[config.mk]
export PLATFORM = sky130hd
export DESIGN_NAME = key_scan_ctrl
export DESIGN_NICKNAME = d
export VERILOG_FILES = /design/src/rtl/key_pkg.sv /design/src/rtl/key_encoder.sv /design/src/rtl/key_scan_ctrl.sv
export SDC_FILE = /design/constraint.sdc
export NUM_CORES = 1
export LEC_CHECK = 0
export ABC_AREA = 1
export CAP_MARGIN = 40
export CORE_ASPECT_RATIO = 1.2
export CORE_MARGIN = 5
export CORE_UTILIZATION = 51
export DETAILED_ROUTE_END_ITERATION = 7
export PLACE_DENSITY = 0.75
export REMOVE_ABC_BUFFERS = 1
export SYNTH_ARGS = -nofsm -noshare
export SYNTH_HDL_FRONTEND = slang
export SYNTH_SLANG_ARGS = --single-unit
[constraint.sdc]
create_clock -name clk -period 2.4 [get_ports clk]
set_input_delay 0.48 -clock clk [delete_from_list [all_inputs] [get_ports clk]]
set_output_delay 0.48 -clock clk [all_outputs]
set_load 0.02 [all_outputs]
[src/rtl/key_pkg.sv]
// Shared types and widths for the keypad front end.
//   key_state_t : scan controller FSM states
//   KEY_W       : number of raw key lines
//   CODE_W      : width of the BCD key index
package key_pkg;

    localparam int KEY_W  = 10;
    localparam int CODE_W = 4;

    typedef enum logic [2:0] {
        IDLE,
        DEBOUNCE,
        PRESSED,
        RELEASE,
        REPEAT
    } key_state_t;

    function automatic int unsigned max3(input int unsigned a,
                                         input int unsigned b,
                                         input int unsigned c);
        int unsigned m;
        m = (a > b) ? a : b;
        return (m > c) ? m : c;
    endfunction

endpackage

[src/rtl/key_encoder.sv]
// 10-line priority encoder for active-low keys.
//   S_n : key lines, active-low, S_n[9] has the highest priority
//   L   : index of the highest-priority pressed key (0 when none)
//   GS  : 1 when at least one key is pressed
module key_encoder
    import key_pkg::*;
(
    input  logic [KEY_W-1:0]  S_n,
    output logic [CODE_W-1:0] L,
    output logic              GS
);

    // Ascending scan so the highest pressed index is the last one written.
    always_comb begin
        L  = '0;
        GS = 1'b0;
        for (int i = 0; i < KEY_W; i++) begin
            if (!S_n[i]) begin
                L  = CODE_W'(i);
                GS = 1'b1;
            end
        end
    end

endmodule

[src/rtl/key_scan_ctrl.sv]
// Keypad scan controller: synchronises and debounces the raw keys, emits one
// event per accepted press plus auto-repeat events, and holds each event in a
// 1-deep valid/ready register for the consumer.
//   clk, rst   : clock, synchronous active-high reset
//   S_n        : raw active-low keys (asynchronous)
//   key_ready  : consumer pops the pending event
//   ovf_clr    : clears the sticky drop flag
//   key_code   : key index of the pending event
//   key_valid  : event pending
//   key_rpt    : pending event is a repeat
//   key_held   : a key is accepted and currently held
//   key_ovf    : sticky, an event was dropped because the register was full
module key_scan_ctrl
    import key_pkg::*;
#(
    parameter int unsigned DEB_CYC  = 4,
    parameter int unsigned HOLD_CYC = 16,
    parameter int unsigned REP_CYC  = 8,
    parameter bit          REP_EN   = 1'b1
) (
    input  logic              clk,
    input  logic              rst,
    input  logic [KEY_W-1:0]  S_n,
    input  logic              key_ready,
    input  logic              ovf_clr,
    output logic [CODE_W-1:0] key_code,
    output logic              key_valid,
    output logic              key_rpt,
    output logic              key_held,
    output logic              key_ovf
);

    localparam int unsigned MAXC  = max3(DEB_CYC, HOLD_CYC, REP_CYC);
    localparam int          CNT_W = ($clog2(MAXC) < 1) ? 1 : $clog2(MAXC);

    localparam logic [CNT_W-1:0] DEB_LAST  = CNT_W'(DEB_CYC - 1);
    localparam logic [CNT_W-1:0] HOLD_LAST = CNT_W'(HOLD_CYC - 1);
    localparam logic [CNT_W-1:0] REP_LAST  = CNT_W'(REP_CYC - 1);

    logic [KEY_W-1:0]  sync1_q, sync1_d;
    logic [KEY_W-1:0]  sync2_q, sync2_d;
    key_state_t        state_q, state_d;
    logic [CNT_W-1:0]  cnt_q,   cnt_d;
    logic [CODE_W-1:0] cand_q,  cand_d;
    logic [CODE_W-1:0] code_q,  code_d;
    logic              valid_q, valid_d;
    logic              rpt_q,   rpt_d;
    logic              ovf_q,   ovf_d;

    logic [CODE_W-1:0] enc_code;
    logic              enc_gs;
    logic              same;
    logic              emit;
    logic              emit_rpt;

    key_encoder u_enc (
        .S_n (sync2_q),
        .L   (enc_code),
        .GS  (enc_gs)
    );

    // The accepted key is still the one being pressed.
    assign same = enc_gs && (enc_code == cand_q);

    always_comb begin
        sync1_d  = S_n;
        sync2_d  = sync1_q;
        state_d  = state_q;
        cnt_d    = cnt_q + 1'b1;
        cand_d   = cand_q;
        emit     = 1'b0;
        emit_rpt = 1'b0;

        case (state_q)
            IDLE: begin
                cnt_d = '0;
                if (enc_gs) begin
                    state_d = DEBOUNCE;
                    cand_d  = enc_code;
                end
            end
            DEBOUNCE: begin
                if (!enc_gs) begin
                    state_d = IDLE;
                    cnt_d   = '0;
                end else if (enc_code != cand_q) begin
                    cand_d = enc_code;
                    cnt_d  = '0;
                end else if (cnt_q == DEB_LAST) begin
                    state_d = PRESSED;
                    emit    = 1'b1;
                    cnt_d   = '0;
                end
            end
            PRESSED: begin
                if (!same) begin
                    state_d = RELEASE;
                    cnt_d   = '0;
                end else if (!REP_EN) begin
                    // No repeat pending: park the counter instead of letting it wrap.
                    cnt_d = cnt_q;
                end else if (cnt_q == HOLD_LAST) begin
                    state_d  = REPEAT;
                    emit     = 1'b1;
                    emit_rpt = 1'b1;
                    cnt_d    = '0;
                end
            end
            REPEAT: begin
                if (!same) begin
                    state_d = RELEASE;
                    cnt_d   = '0;
                end else if (cnt_q == REP_LAST) begin
                    emit     = 1'b1;
                    emit_rpt = 1'b1;
                    cnt_d    = '0;
                end
            end
            RELEASE: begin
                if (enc_gs) begin
                    // Returning to the same key is a bounce; any other key
                    // just restarts the all-released window.
                    cnt_d = '0;
                    if (enc_code == cand_q) state_d = PRESSED;
                end else if (cnt_q == DEB_LAST) begin
                    state_d = IDLE;
                    cnt_d   = '0;
                end
            end
            default: begin
                state_d = IDLE;
                cnt_d   = '0;
            end
        endcase
    end

    // Output holding register. A drop and a clear in the same cycle leave
    // the flag set.
    always_comb begin
        valid_d = valid_q;
        code_d  = code_q;
        rpt_d   = rpt_q;
        ovf_d   = ovf_q & ~ovf_clr;
        if (emit) begin
            if (!valid_q || key_ready) begin
                valid_d = 1'b1;
                code_d  = cand_q;
                rpt_d   = emit_rpt;
            end else begin
                ovf_d = 1'b1;
            end
        end else if (valid_q && key_ready) begin
            valid_d = 1'b0;
        end
    end

    always_ff @(posedge clk) begin
        if (rst) begin
            sync1_q <= '1;
            sync2_q <= '1;
            state_q <= IDLE;
            cnt_q   <= '0;
            cand_q  <= '0;
            code_q  <= '0;
            valid_q <= 1'b0;
            rpt_q   <= 1'b0;
            ovf_q   <= 1'b0;
        end else begin
            sync1_q <= sync1_d;
            sync2_q <= sync2_d;
            state_q <= state_d;
            cnt_q   <= cnt_d;
            cand_q  <= cand_d;
            code_q  <= code_d;
            valid_q <= valid_d;
            rpt_q   <= rpt_d;
            ovf_q   <= ovf_d;
        end
    end

    assign key_code  = code_q;
    assign key_valid = valid_q;
    assign key_rpt   = rpt_q;
    assign key_ovf   = ovf_q;
    assign key_held  = (state_q == PRESSED) || (state_q == REPEAT);

endmodule
After elaboration in Yosys (flattened, before gate mapping)
Cells that the tools add are included.
{ "totals": {"elab_cells": 100, "out_inout_bits": 8, "in_bits": 14, "reg_bits": 38} }
{ "classes": {"muxes": 57, "add_sub_neg": 1, "n_reduce_logical": 12, "n_eq_ne": 19, "bitwise_logic": 2} }
{ "ops": {"columns": ["cell", "n"], "rows": [
  ["$mux 4", 13],
  ["$mux 3", 14],
  ["$mux 1", 23],
  ["$pmux 4 s4", 1],
  ["$ne 3x3->1 const B", 5],
  ["$pmux 3 s5", 1],
  ["$ne 2x2->1 const B", 4],
  ["$pmux 4 s2", 1],
  ["$reduce_and 7->1", 1],
  ["$eq 3x2->1 const B", 2],
  ["$add 4x1->4 const B", 1],
  ["$eq 4x2->1 const B", 1],
  ["$eq 4x3->1 const B", 1],
  ["$eq 4x4->1", 1],
  ["$eq 4x4->1 const B", 1],
  ["$mux 2", 2],
  ["$ne 4x4->1", 1],
  ["$reduce_and 2->1", 2],
  ["$reduce_and 4->1", 1],
  ["$reduce_bool 2->1", 2],
  ["$eq 3x1->1 const B", 1],
  ["$eq 3x3->1 const B", 1],
  ["$logic_not 3->1", 1],
  ["$pmux 1 s3", 1],
  ["7 further kinds", 9]
]} }

Depth between registers and ports, before layout
Gate-level depths: netlist (run 1).
{ "depth": {"word_depth": 15, "depth_mapped": 18} }

Hierarchy
Synthesis (run 1) repeated with hierarchy kept, for this count alone.
{ "unflattened": {"cells_unflattened": 234, "hier_area_um2": 1783.0} }
{ "modules_own_cells": {"columns": ["mod", "instances", "area_per_inst_um2", "cells_per_inst"], "rows": [
  ["key_scan_ctrl", 1, 1706.6, 215],
  ["key_encoder", 1, 76.3, 19]
]} }

Worst setup path after synthesis (run 1)
OpenSTA, ideal clock, no wires.
{ "synth_timing": {"path_type": "reg2reg", "from": "register sync2_q[9]", "to": "register code_q[0], in the netlist key_code[0]", "path_stages_with_launch": 13, "arrival_ps": 1559, "slack_ps": 726, "setup_time_ps": 115, "required_time_ps": 2285, "path_buffers": 1, "cell_sequence": "dfxtp_1 nand2_4 xor2_1 nand3_2 nor2_4 nand2_2 nor2_4 nand4_1 nand3_2 buf_6 nand3_1 nand2_1 nor2_1"} }
{ "synth_between": {"elab_chain_cells": 6} }
{ "synth_lines": {"columns": ["element", "line", "text"], "rows": [
  ["start, declared", "key_scan_ctrl.sv:41", "logic [KEY_W-1:0] sync2_q, sync2_d;"],
  ["start signal, assigned", "key_scan_ctrl.sv:170", "sync2_q <= sync2_d;"],
  ["$mux 4", "key_encoder.sv:18", "if (!S_n[i]) begin"],
  ["$ne 4x4->1 / $eq 4x4->1 (equally long branches)", "key_scan_ctrl.sv:86, key_scan_ctrl.sv:63", null],
  ["$mux 1 / $logic_and 1x1->1 (equally long branches)", "key_scan_ctrl.sv:86, key_scan_ctrl.sv:63", null],
  ["$mux 1 (on tied branches)", "key_scan_ctrl.sv:83, key_scan_ctrl.sv:96, key_scan_ctrl.sv:110", null],
  ["$pmux 1 s3 (*)", "key_scan_ctrl.sv:74", "case (state_q)"],
  ["$reduce_and 2->1 (no line) (*)", null, null],
  ["end signal, assigned", "key_scan_ctrl.sv:174", "code_q <= code_d;"],
  ["end, declared", "key_scan_ctrl.sv:45", "logic [CODE_W-1:0] code_q, code_d;"]
]} }
Every way passes the cells marked *; elsewhere a longest branch is shown, timed or not.
A chain may end at the register's enable or synchronous reset.

Worst setup path after layout (run 1)
{ "layout_timing": {"from": "register state_q[2]", "to": "output port key_held"} }
{ "layout_between": {"elab_chain_cells": 2} }
{ "layout_lines": {"columns": ["element", "line", "text"], "rows": [
  ["start, declared", "key_scan_ctrl.sv:42", "key_state_t state_q, state_d;"],
  ["start signal, assigned", "key_scan_ctrl.sv:171", "state_q <= state_d;"],
  ["$eq 3x2->1 / $eq 3x3->1 (equally long branches)", "key_scan_ctrl.sv:185", "assign key_held = (state_q == PRESSED) || (state_q == REPEAT);"],
  ["$logic_or 1x1->1 (*)", "key_scan_ctrl.sv:185", null],
  ["end, declared", "key_scan_ctrl.sv:29", "output logic key_held,"]
]} }
Marked as above.

==> run summary, run 1 <==
Count of unique library cells instantiated by Yosys: 28
Number of antenna violations at the first check in global routing: 0
HP Class: reg -> reg
Number of I/O port buffers: 21
Count of flip-flops with a built-in enable after synthesis: 0
Via count of the first global-routing pass: 1,231
Setup Crit Path Kind: reg -> out
Yosys warns: 0
Time the worst path needs with I/O delays and setup: 2.26 ns
Worst IR drop on VDD: 0.000585 V
Number of buffers created by CTS: 5
Required time reported for the critical path endpoint: 1.92 ns
Post-Place Cell Area: 1910 µm²
Starting density of the core: 53.5%
Share of flip-flops with an asynchronous set or reset after synthesis: 0%
Highest-count cells in the layout ignoring fill and taps: dfxtp_1, nand2_1, nor2_1, or2_2, clkdlybuf4s50_1
Most common flop cell mapped by yosys: dfxtp_1
Number of inserted filler cells in the final layout: 283
Placeable core region: 3110 µm²
CTS tree: built
DR iter-0 viols: 67
Arrival time of the worst setup path: 1.78 ns
Die Width: 62.1 µm
Max-cap viol count: 0
Overall routed net length: 2.77 mm
Lkg Pwr: 0.000872 µW
Cts hold-fix bufs: 0
Routability-driven placement congestion ratio: 0.914
Remaining antenna violation count: 0
Worst setup EP type: output pin
Final number of setup-violating endpoints: 0
Unrepaired setup endpoints after global routing: no
Die extent in y: 72.6 µm
Global-route wire length before repair: 4.84 mm
Avg Synthesized Cell Area: 7.84 µm²
Number of max-slew violations in the final report: 0
Clock sink count: 38
P per Cell Area: 790 nW/µm²
Clock-pin slew on the worst setup and hold paths: 0.11 ns
Startpoint types: flip-flop
Most common cell after layout, fill and taps aside: dfxtp_1
Post-synthesis instance area: 1660 µm²
Drt via density: 4.98
Die Footprint: 4510 µm²
Worst rel slew slack: 68.8%
Period utilisation layout: 94.1%
DRT Pass-1 Iters: 4
All-Layer GR Usage: 13.4%
Top-level port count: 22
Number of remaining DRC errors: 0
Tightest Pin Transition: 0.464 ns
Maximum number of pins on one net before global-route repair: 22
Cell Rows: 22
Run status: complete, no violations
Overflow after GRT: 0
Final Hold Vio Count: 0
Achievable frequency: 0.443 GHz
Setup TNS: 0 ns
CTS H-Tree Depth: 2
Maximum clock skew at final layout: 0.0101 ns
Fraction of final layout cells sized beyond drive strength 1: 21.3%
Post-detailed-placement half-perimeter wirelength: 2.14 mm
Post-synthesis sequential area ratio: 45.7%
Total via count in the routed design: 1,369
Total power of the final layout: 1560 µW
Final core occ: 63.6%
P&R area growth vs syn: 18.9%
Flip-flop and latch count after synthesis: 38
Cell count after synthesis: 212
Final instance area: 1980 µm²
Clock root buffer master: clkbuf_4
Clock tree buffer depth: 2
Highest fanout seen on the critical path: 5
Worst hold slack across all endpoints: 0.413 ns
Clk Latency, worst-skew pair: 0.33 ns
# nets final: 253
Average wire per standard cell: 10.1 µm
Diodes inserted: 0
==> routing by layer <==
layer | share of wire, % | GRT usage (%) | up-vias
met5 | 0 | 0 | -
met4 | 2.3 | 8.19 | 0
met3 | 5.2 | 4.80 | 8
met2 | 48 | 22.8 | 35
met1 | 44 | 14.1 | 590
li1 | - | - | 736
==> flip-flops by register name, indices dropped and copies added (netlist names) <==
signal	flops
cand_q	4
cnt_q	4
key_code	4
key_ovf	1
key_rpt	1
key_valid	1
state_q	3
sync1_q	10
sync2_q	10
==> cell type report <==
type                    count  area [µm²]  area share, %
flip-flops and latches     38         761           38.5
clock inverters             2        12.5          0.633
repair buffers             23         225           11.4
clock buffers               6        51.3           2.59
multi-input cells         146         787           39.8
well taps                  36        45.0           2.28
inverters                  24        95.1           4.81
==> synthesized netlist by cell type (2+ instances only) <==
library cell,count,area (µm²)
xor2_1,2,17.5
nor3_1,4,20.0
inv_1,20,75.1
nand3_2,5,50.1
nand2_1,37,139
nor2_4,2,22.5
o21ai_0,5,25.0
a21oi_1,9,45.0
nand2_2,4,25.0
nand3_1,18,90.1
clkbuf_1,3,11.3
nand4_1,5,31.3
or2_2,22,138
clkinv_1,2,7.51
dfxtp_1,38,761
nor2_1,23,86.3
a31oi_1,2,12.5
==> critical path, cell delays in order (launching register included) <==
cell and delay, ns:
dfxtp_1 0.41, nor3_1 0.08, buf_4 0.15, or2_2 0.28, clkdlybuf4s50_1 0.53
==> cells by family after synthesis <==
logic type,after synthesis,share of synthesized area (%)
buffers and inverters,28,7.07
AO/OA/AOI/OAI,19,6.70
flip-flops,38,45.7
AND/OR/NAND/NOR,124,38.7
XOR/XNOR,2,1.05
adder cells (fa/ha/maj),1,0.752
==> final timing paths <==
path | slack [ns] | end | start | depth (start not counted)
setup reg to reg | 0.51 | key_code[0]$_SDFFE_PP0P_ | sync2_q[9]$_SDFF_PP1_ | 11
hold reg to reg | 0.41 | sync2_q[1]$_SDFF_PP1_ | sync1_q[1]$_SDFF_PP1_ | 1
hold / removal | 0.41 | sync2_q[1]$_SDFF_PP1_ | sync1_q[1]$_SDFF_PP1_ | 1
setup / recovery | 0.14 | key_held | state_q[2]$_SDFFE_PP0P_ | 4
==> repair_timing <==
action | CTS | global route
resized for setup | 0 | 1
endpoints found under the setup margin | 0 | 1
setup buffers | 0 | 0
==> report_power, final <==
part / switching, µW / total (µW) / internal, µW
Sequential: 38.2 / 728 / 690
Clock: 199 / 339 / 141
Combinational: 303 / 493 / 191
Total: 539 / 1560 / 1020
==> stage by stage <==
stage / cells / worst slack (ns)
global placement: 267 / 0.443
global route: 275 / 0.0661
CTS: 275 / 0.0754
floorplan: 208 / 0.751
detailed placement: 267 / 0.474
finish: 275 / 0.141
Power figures use the tool's default switching activity.
==> run 2: changes to the inputs <==
--- a/config.mk
+++ b/config.mk
@@ -5,7 +5,6 @@
 export SDC_FILE = /design/constraint.sdc
 export NUM_CORES = 1
 export LEC_CHECK = 0
-export ABC_AREA = 1
 export CAP_MARGIN = 40
 export CORE_ASPECT_RATIO = 1.2
 export CORE_MARGIN = 5
==> run summary, run 2 <==
Number of antenna violations at the first check in global routing: 0 (unchanged)
Setup TNS: 0 ns (unchanged)
Setup Crit Path Kind: reg -> reg
Highest-count cells in the layout ignoring fill and taps: dfxtp_1, or2_2, nor2_1, clkdlybuf4s50_1
Count of flip-flops with a built-in enable after synthesis: 0 (unchanged)
Die extent in y: 72.3 µm (-0.29%)
Drt via density: 5.72 (+15%)
Number of I/O port buffers: 21 (unchanged)
Post-synthesis instance area: 1650 µm² (-0.68%)
P per Cell Area: 788 nW/µm² (-0.21%)
Crit-path cells: nand4_2 > xor2_1 > or3_1 > o21a_1 > nor4_4 > mux2i_1 > nor2_1
Clock root buffer master: clkbuf_4
Starting density of the core: 53.6% (+0.11 points)
Clock tree buffer depth: 2 (unchanged)
Worst rel slew slack: 69.7% (+0.87 points)
Unrepaired setup endpoints after global routing: yes
Required time reported for the critical path endpoint: 2.66 ns (+0.74 ns)
Setup repair bufs after CTS: 0 (unchanged)
Post-synthesis sequential area ratio: 46.1% (+0.31 points)
Flip-flop and latch count after synthesis: 38 (unchanged)
Number of buffers created by CTS: 5 (unchanged)
# nets final: 221 (-13%)
Number of inserted filler cells in the final layout: 271 (-4.2%)
Overflow after GRT: 0 (unchanged)
Worst IR drop on VDD: 0.000459 V (-21%)
Share of flip-flops with an asynchronous set or reset after synthesis: 0% (unchanged)
Total buffers and inverters traversed by the critical path: 0 (-2)
Routability-driven placement congestion ratio: 0.892 (-2.5%)
Die Footprint: 4480 µm² (-0.57%)
Cell count after synthesis: 181 (-15%)
Run status: complete, no violations
Maximum number of pins on one net before global-route repair: 16 (-27%)
Time the worst path needs with I/O delays and setup: 2.24 ns (-0.0228 ns)
Die Width: 62.0 µm (-0.28%)
Top cell type by total area after synthesis: dfxtp_1
Placeable core region: 3080 µm² (-0.88%)
Synth area leaders: dfxtp_1, or2_2, nor2_1, mux2i_1, nand2b_1
Max-cap viol count: 0 (unchanged)
Startpoint types: flip-flop
Number of max-slew violations in the final report: 0 (unchanged)
Total via count in the routed design: 1,391 (+1.6%)
Period utilisation layout: 93.2% (-0.95 points)
Highest fanout seen on the critical path: 5 (unchanged)
Area share of the largest cell type after synthesis: 46.1% (+0.31 points)
Most common cell after layout, fill and taps aside: dfxtp_1
Via count of the first global-routing pass: 1,383 (+12%)
Lkg Pwr: 0.000778 µW (-11%)
DR iter-0 viols: 79 (+18%)
Avg Synthesized Cell Area: 9.12 µm² (+16%)
Post-detailed-placement half-perimeter wirelength: 2.54 mm (+19%)
Final Hold Vio Count: 0 (unchanged)
Cell Rows: 22 (unchanged)
Cell class contributing the biggest share of worst-path delay: simple AND/OR/NAND/NOR gates
Achievable frequency: 0.447 GHz (+1.0%)
Count of unique library cells instantiated by Yosys: 46 (+64%)
Routed length on met1: 1.26 mm (+2.9%)
Worst hold slack across all endpoints: 0.419 ns (+0.00618 ns)
Final number of setup-violating endpoints: 0 (unchanged)
All-Layer GR Usage: 16.9% (+3.5 points)
DRT Pass-1 Iters: 4 (unchanged)
Clock sink count: 38 (unchanged)
Maximum clock skew at final layout: 0.0149 ns (+0.00475 ns)
Fraction of final layout cells sized beyond drive strength 1: 19.3% (-2.0 points)
Global-route wire length before repair: 5.66 mm (+17%)
Average wire per standard cell: 14.0 µm (+39%)
Clk Latency, worst-skew pair: 0.36 ns (+0.03 ns)
Worst setup EP type: flip-flop
CTS H-Tree Depth: 2 (unchanged)
Arrival time of the worst setup path: 2.49 ns (+0.71 ns)
Top-level port count: 22 (unchanged)
Overall routed net length: 3.40 mm (+23%)
P&R area growth vs syn: 19.8%
Largest stage delay, worst path: 0.43 ns (-0.10 ns)
Yosys warns: 0 (unchanged)
HP Class: reg -> reg
Number of remaining DRC errors: 0 (unchanged)
CTS tree: built
Most common flop cell mapped by yosys: dfxtp_1
Slowest cell on the critical path: nor4_4
Tightest Pin Transition: 0.453 ns (-0.0115 ns)
WL met2: 1.81 mm (+36%)
Top-count cell post-synth: dfxtp_1
Remaining antenna violation count: 0 (unchanged)
Met3 wirelength from detailed routing: 256 µm (+79%)
Registers with the most flip-flops: sync1_q (10), sync2_q (10)
Top cells by instance count after synthesis: dfxtp_1, or2_2, nor2_1
Clock-pin slew on the worst setup and hold paths: 0.12 ns (about the same)
Diodes inserted: 0 (unchanged)
Post-Place Cell Area: 1910 µm² (about the same)
Max layer used: met4
Final instance area: 1980 µm² (+0.13%)
run 2: cell types whose count changed in the layout (fill, tap and decap cells not counted), sizes merged, moves of 3 or more:
| cell | change |
|---|---|
| clkinv | -4 |
| nand3 | -16 |
| nand4 | -3 |
| nand2b | +8 |
| mux2i | +5 |
| inv | -14 |
| xnor2 | +3 |
| or3 | +3 |
| o21ai | +3 |
| nand2 | -35 |
| nor4 | +3 |
| nor2 | -6 |
run 2: cells by family (layout without fill, tap and decap cells):
| family | after synthesis | after routing | share of synthesized area (%) |
|---|---|---|---|
| compound gates | 35 | 35 | 14.4 |
| mux | 5 | 5 | 3.03 |
| fa+ha+maj | 2 | 2 | 1.36 |
| xor+xnor | 6 | 6 | 3.18 |
| simple gates | 82 | 82 | 28.9 |
| buf+inv | 13 | 39 | 3.03 |
| flops | 38 | 38 | 46.1 |
run 2: layer usage:
metal | vias up | global-route usage, %
li1 | 688 | -
met1 | 640 | 17.0
met2 | 54 | 29.6
met3 | 9 | 5.34
met4 | 0 | 8.96
met5 | - | 0
run 2: worst paths after layout:
check | startpoint | to | slack (ns) | cells past startpoint
worst max register to register | sync2_q[6]$_SDFF_PP1_ | key_code[1]$_SDFFE_PP0P_ | 0.16 | 7
worst max-delay path | sync2_q[6]$_SDFF_PP1_ | key_code[1]$_SDFFE_PP0P_ | 0.16 | 7
worst min register to register | sync1_q[2]$_SDFF_PP1_ | sync2_q[2]$_SDFF_PP1_ | 0.42 | 1
worst min-delay path | sync1_q[2]$_SDFF_PP1_ | sync2_q[2]$_SDFF_PP1_ | 0.42 | 1
run 2: power breakdown:
part           switching (µW)  internal [µW]  total, µW  leakage (µW)
Combinational             235            205        440      0.000430
Clock                     224            146        370     0.0000349
Sequential               68.5            681        750      0.000313
Total                     527           1030       1560      0.000778
run 2: layout make-up:
type	instances	area, µm²	share of cell area, %
flip-flops and latches	38	764	38.6
clock inverters	2	16.3	0.822
repair buffers	25	239	12.1
multi-input cells	130	841	42.5
inverters	6	22.5	1.14
well taps	36	45.0	2.28
clock buffers	6	51.3	2.59
run 2: through the flow:
step	setup WS [ns]	std cells	power [µW]	util (%)
after floorplan	0.393	174	1060	-
after global placement	0.258	235	1160	61.9
after detailed placement	0.135	235	1190	61.9
after CTS	0.0896	243	1550	64.2
after global routing	-0.000687	243	1640	64.2
final	0.164	243	1560	64.2
run 2: repair_timing:
action                                  4_1_cts  5_1_grt
resized for setup                             3        2
hold buffers                                  0        0
pin swaps                                     0        0
endpoints found under the setup margin        1        8
==> run 3: changes to the inputs <==
--- a/config.mk
+++ b/config.mk
@@ -10,6 +10,7 @@
 export CORE_MARGIN = 5
 export CORE_UTILIZATION = 51
 export DETAILED_ROUTE_END_ITERATION = 7
+export GPL_TIMING_DRIVEN = 0
 export PLACE_DENSITY = 0.75
 export REMOVE_ABC_BUFFERS = 1
 export SYNTH_ARGS = -nofsm -noshare
==> run summary, run 3 (synthesis results as in run 2) <==
Run status: complete, no violations
Clock root buffer master: clkbuf_4
Hold Crit Depth: 1 (unchanged)
Number of antenna violations at the first check in global routing: 0 (unchanged)
Routability-driven placement congestion ratio: 0.836 (-6.2%)
Cell class contributing the biggest share of worst-path delay: simple AND/OR/NAND/NOR gates
Worst setup EP type: flip-flop
Achievable frequency: 0.452 GHz (+1.2%)
Die extent in y: 72.3 µm (unchanged)
Tightest Pin Transition: 0.613 ns (+0.161 ns)
Worst hold slack across all endpoints: 0.417 ns (-0.00217 ns)
Path depth of the worst reg2reg path: 7 (unchanged)
HP Class: reg -> reg
Total power of the final layout: 1500 µW (-3.9%)
Placed insts: 232 (-1.3%)
Final number of setup-violating endpoints: 0 (unchanged)
Maximum number of pins on one net before global-route repair: 19 (+3)
DRT Pass-1 Iters: 4 (unchanged)
Number of buffers created by CTS: 5 (unchanged)
Crit-path cells: or4b_1 > a21oi_1 > o21ai_0 > nand2b_1 > nor4_4 > mux2i_1 > nor2_1
Overall routed net length: 2.94 mm (-13%)
CTS H-Tree Depth: 2 (unchanged)
Reg2reg start: state_q[1]$_SDFFE_PP0P_
Arrival time of the worst setup path: 2.45 ns (-0.04 ns)
Drt via density: 5.60 (-2.2%)
Global-route wire length before repair: 5.00 mm (-12%)
Cell Rows: 22 (unchanged)
Placeable core region: 3080 µm² (unchanged)
Startpoint types: flip-flop
Overflow after GRT: 0 (unchanged)
Worst min-delay path endpoint: sync2_q[0]$_SDFF_PP1_
Minimum setup slack among reg-to-reg paths: 0.19 ns (+0.03 ns)
Required time reported for the critical path endpoint: 2.64 ns (-0.02 ns)
Highest fanout seen on the critical path: 11 (+6)
Final Instance Count excl. Fillers: 240 (-1.2%)
Die Footprint: 4480 µm² (unchanged)
Time the worst path needs with I/O delays and setup: 2.21 ns (-0.0259 ns)
Registers with the most flip-flops: sync1_q (10), sync2_q (10)
Fraction of final layout cells sized beyond drive strength 1: 17.6% (-1.7 points)
Clk Latency, worst-skew pair: 0.33 ns (-0.03 ns)
Via count of the first global-routing pass: 1,243 (-10%)
Number of max-slew violations in the final report: 0 (unchanged)
Average wire per standard cell: 12.3 µm (-12%)
Die Width: 62.0 µm (unchanged)
Clock-pin slew on the worst setup and hold paths: 0.10 ns (-0.02 ns)
CTS tree: built
Capturing point of the worst reg2reg path: key_code[3]$_SDFFE_PP0P_
Period utilisation layout: 92.1% (-1.1 points)
Worst rel slew slack: 58.8% (-11 points)
Number of I/O port buffers: 21 (unchanged)
Lkg Pwr: 0.000779 µW (+0.11%)
Setup repair bufs after CTS: 0 (unchanged)
Largest stage delay, worst path: 0.53 ns (+0.10 ns)
Setup Crit Path Kind: reg -> reg
P per Cell Area: 765 nW/µm² (-2.9%)
Max-cap viol count: 0 (unchanged)
Number of remaining DRC errors: 0 (unchanged)
Most common cell after layout, fill and taps aside: dfxtp_1
Setup TNS: 0 ns (unchanged)
Starting density of the core: 53.6% (unchanged)
Clock tree buffer depth: 2 (unchanged)
Unrepaired setup endpoints after global routing: no
P&R area growth vs syn: 18.7%
Diodes inserted: 0 (unchanged)
Launch point of the worst path: state_q[1]$_SDFFE_PP0P_
# nets final: 218 (-1.4%)
Final core occ: 63.6% (-0.61 points)
Post-detailed-placement half-perimeter wirelength: 2.27 mm (-10%)
Highest-count cells in the layout ignoring fill and taps: dfxtp_1, or2_2, nor2_1, clkdlybuf4s50_1
DR iter-0 viols: 22 (-72%)
Top-level port count: 22 (unchanged)
Worst IR drop on VDD: 0.000477 V (+4.0%)
Total buffers and inverters traversed by the critical path: 0 (unchanged)
Startpoint of the most critical hold path: sync1_q[0]$_SDFF_PP1_
All-Layer GR Usage: 14.6% (-2.2 points)
Maximum clock skew at final layout: 0.00502 ns (-0.00984 ns)
Slowest cell on the critical path: or4b_1
Final Hold Vio Count: 0 (unchanged)
Remaining antenna violation count: 0 (unchanged)
Clock sink count: 38 (unchanged)
Total via count in the routed design: 1,344 (-3.4%)
[run 3: cell type report]
| type | instances | area, µm² |
|---|---|---|
| multi-input combinational | 130 | 841 |
| clock buffer | 7 | 55.1 |
| inverter | 6 | 22.5 |
| clock inverter | 1 | 5.00 |
| timing repair buffer | 22 | 228 |
| sequential | 38 | 764 |
| tap | 36 | 45.0 |
| fill | 266 | 1120 |
[run 3: worst max-delay path by stage]
stage	depth (start not counted)	to	slack, ns
after floorplan	7	state_q[1]$_SDFFE_PP0P_	0.39
after global placement	7	key_code[2]$_SDFFE_PP0P_	0.14
after detailed placement	7	key_code[1]$_SDFFE_PP0P_	0.13
after CTS	3	key_held	0.01
after global routing	7	key_ovf$_SDFF_PP0_	0.07
final	7	key_code[3]$_SDFFE_PP0P_	0.19
[run 3: worst reg2reg max path, delay by kind of cell, from the launching register on]
kind	cells	cell delay (ns)
compound gates	2	0.31
mux	1	0.25
flops	1	0.40
simple gates	4	1.16
[run 3: repair_timing]
item,CTS,global route
setup endpoints to repair,1,4
hold buffers,0,0
resized for setup,2,2
[run 3: through the flow]
step,worst slack (ns),area [µm²]
floorplan,0.393,1620
global placement,0.139,1880
detailed placement,0.128,1890
CTS,0.0149,1960
global route,0.0665,1960
finish,0.190,1960
[run 3: per-layer routing]
metal  vias to the layer above  part of all wire, %  global-route usage (%)
met5                         -                    0                       0
li1                        681                    -                       -
met3                         7                  6.1                    5.34
met4                         0                  1.5                    7.31
met1                       617                   42                    16.8
met2                        39                   51                    23.3
[run 3: report_power, final]
part           internal, µW  leakage (µW)  switching [µW]
sequential              681      0.000313            70.6
combinational           200      0.000431             216
clock                   142     0.0000353             190
total                  1020      0.000779             476
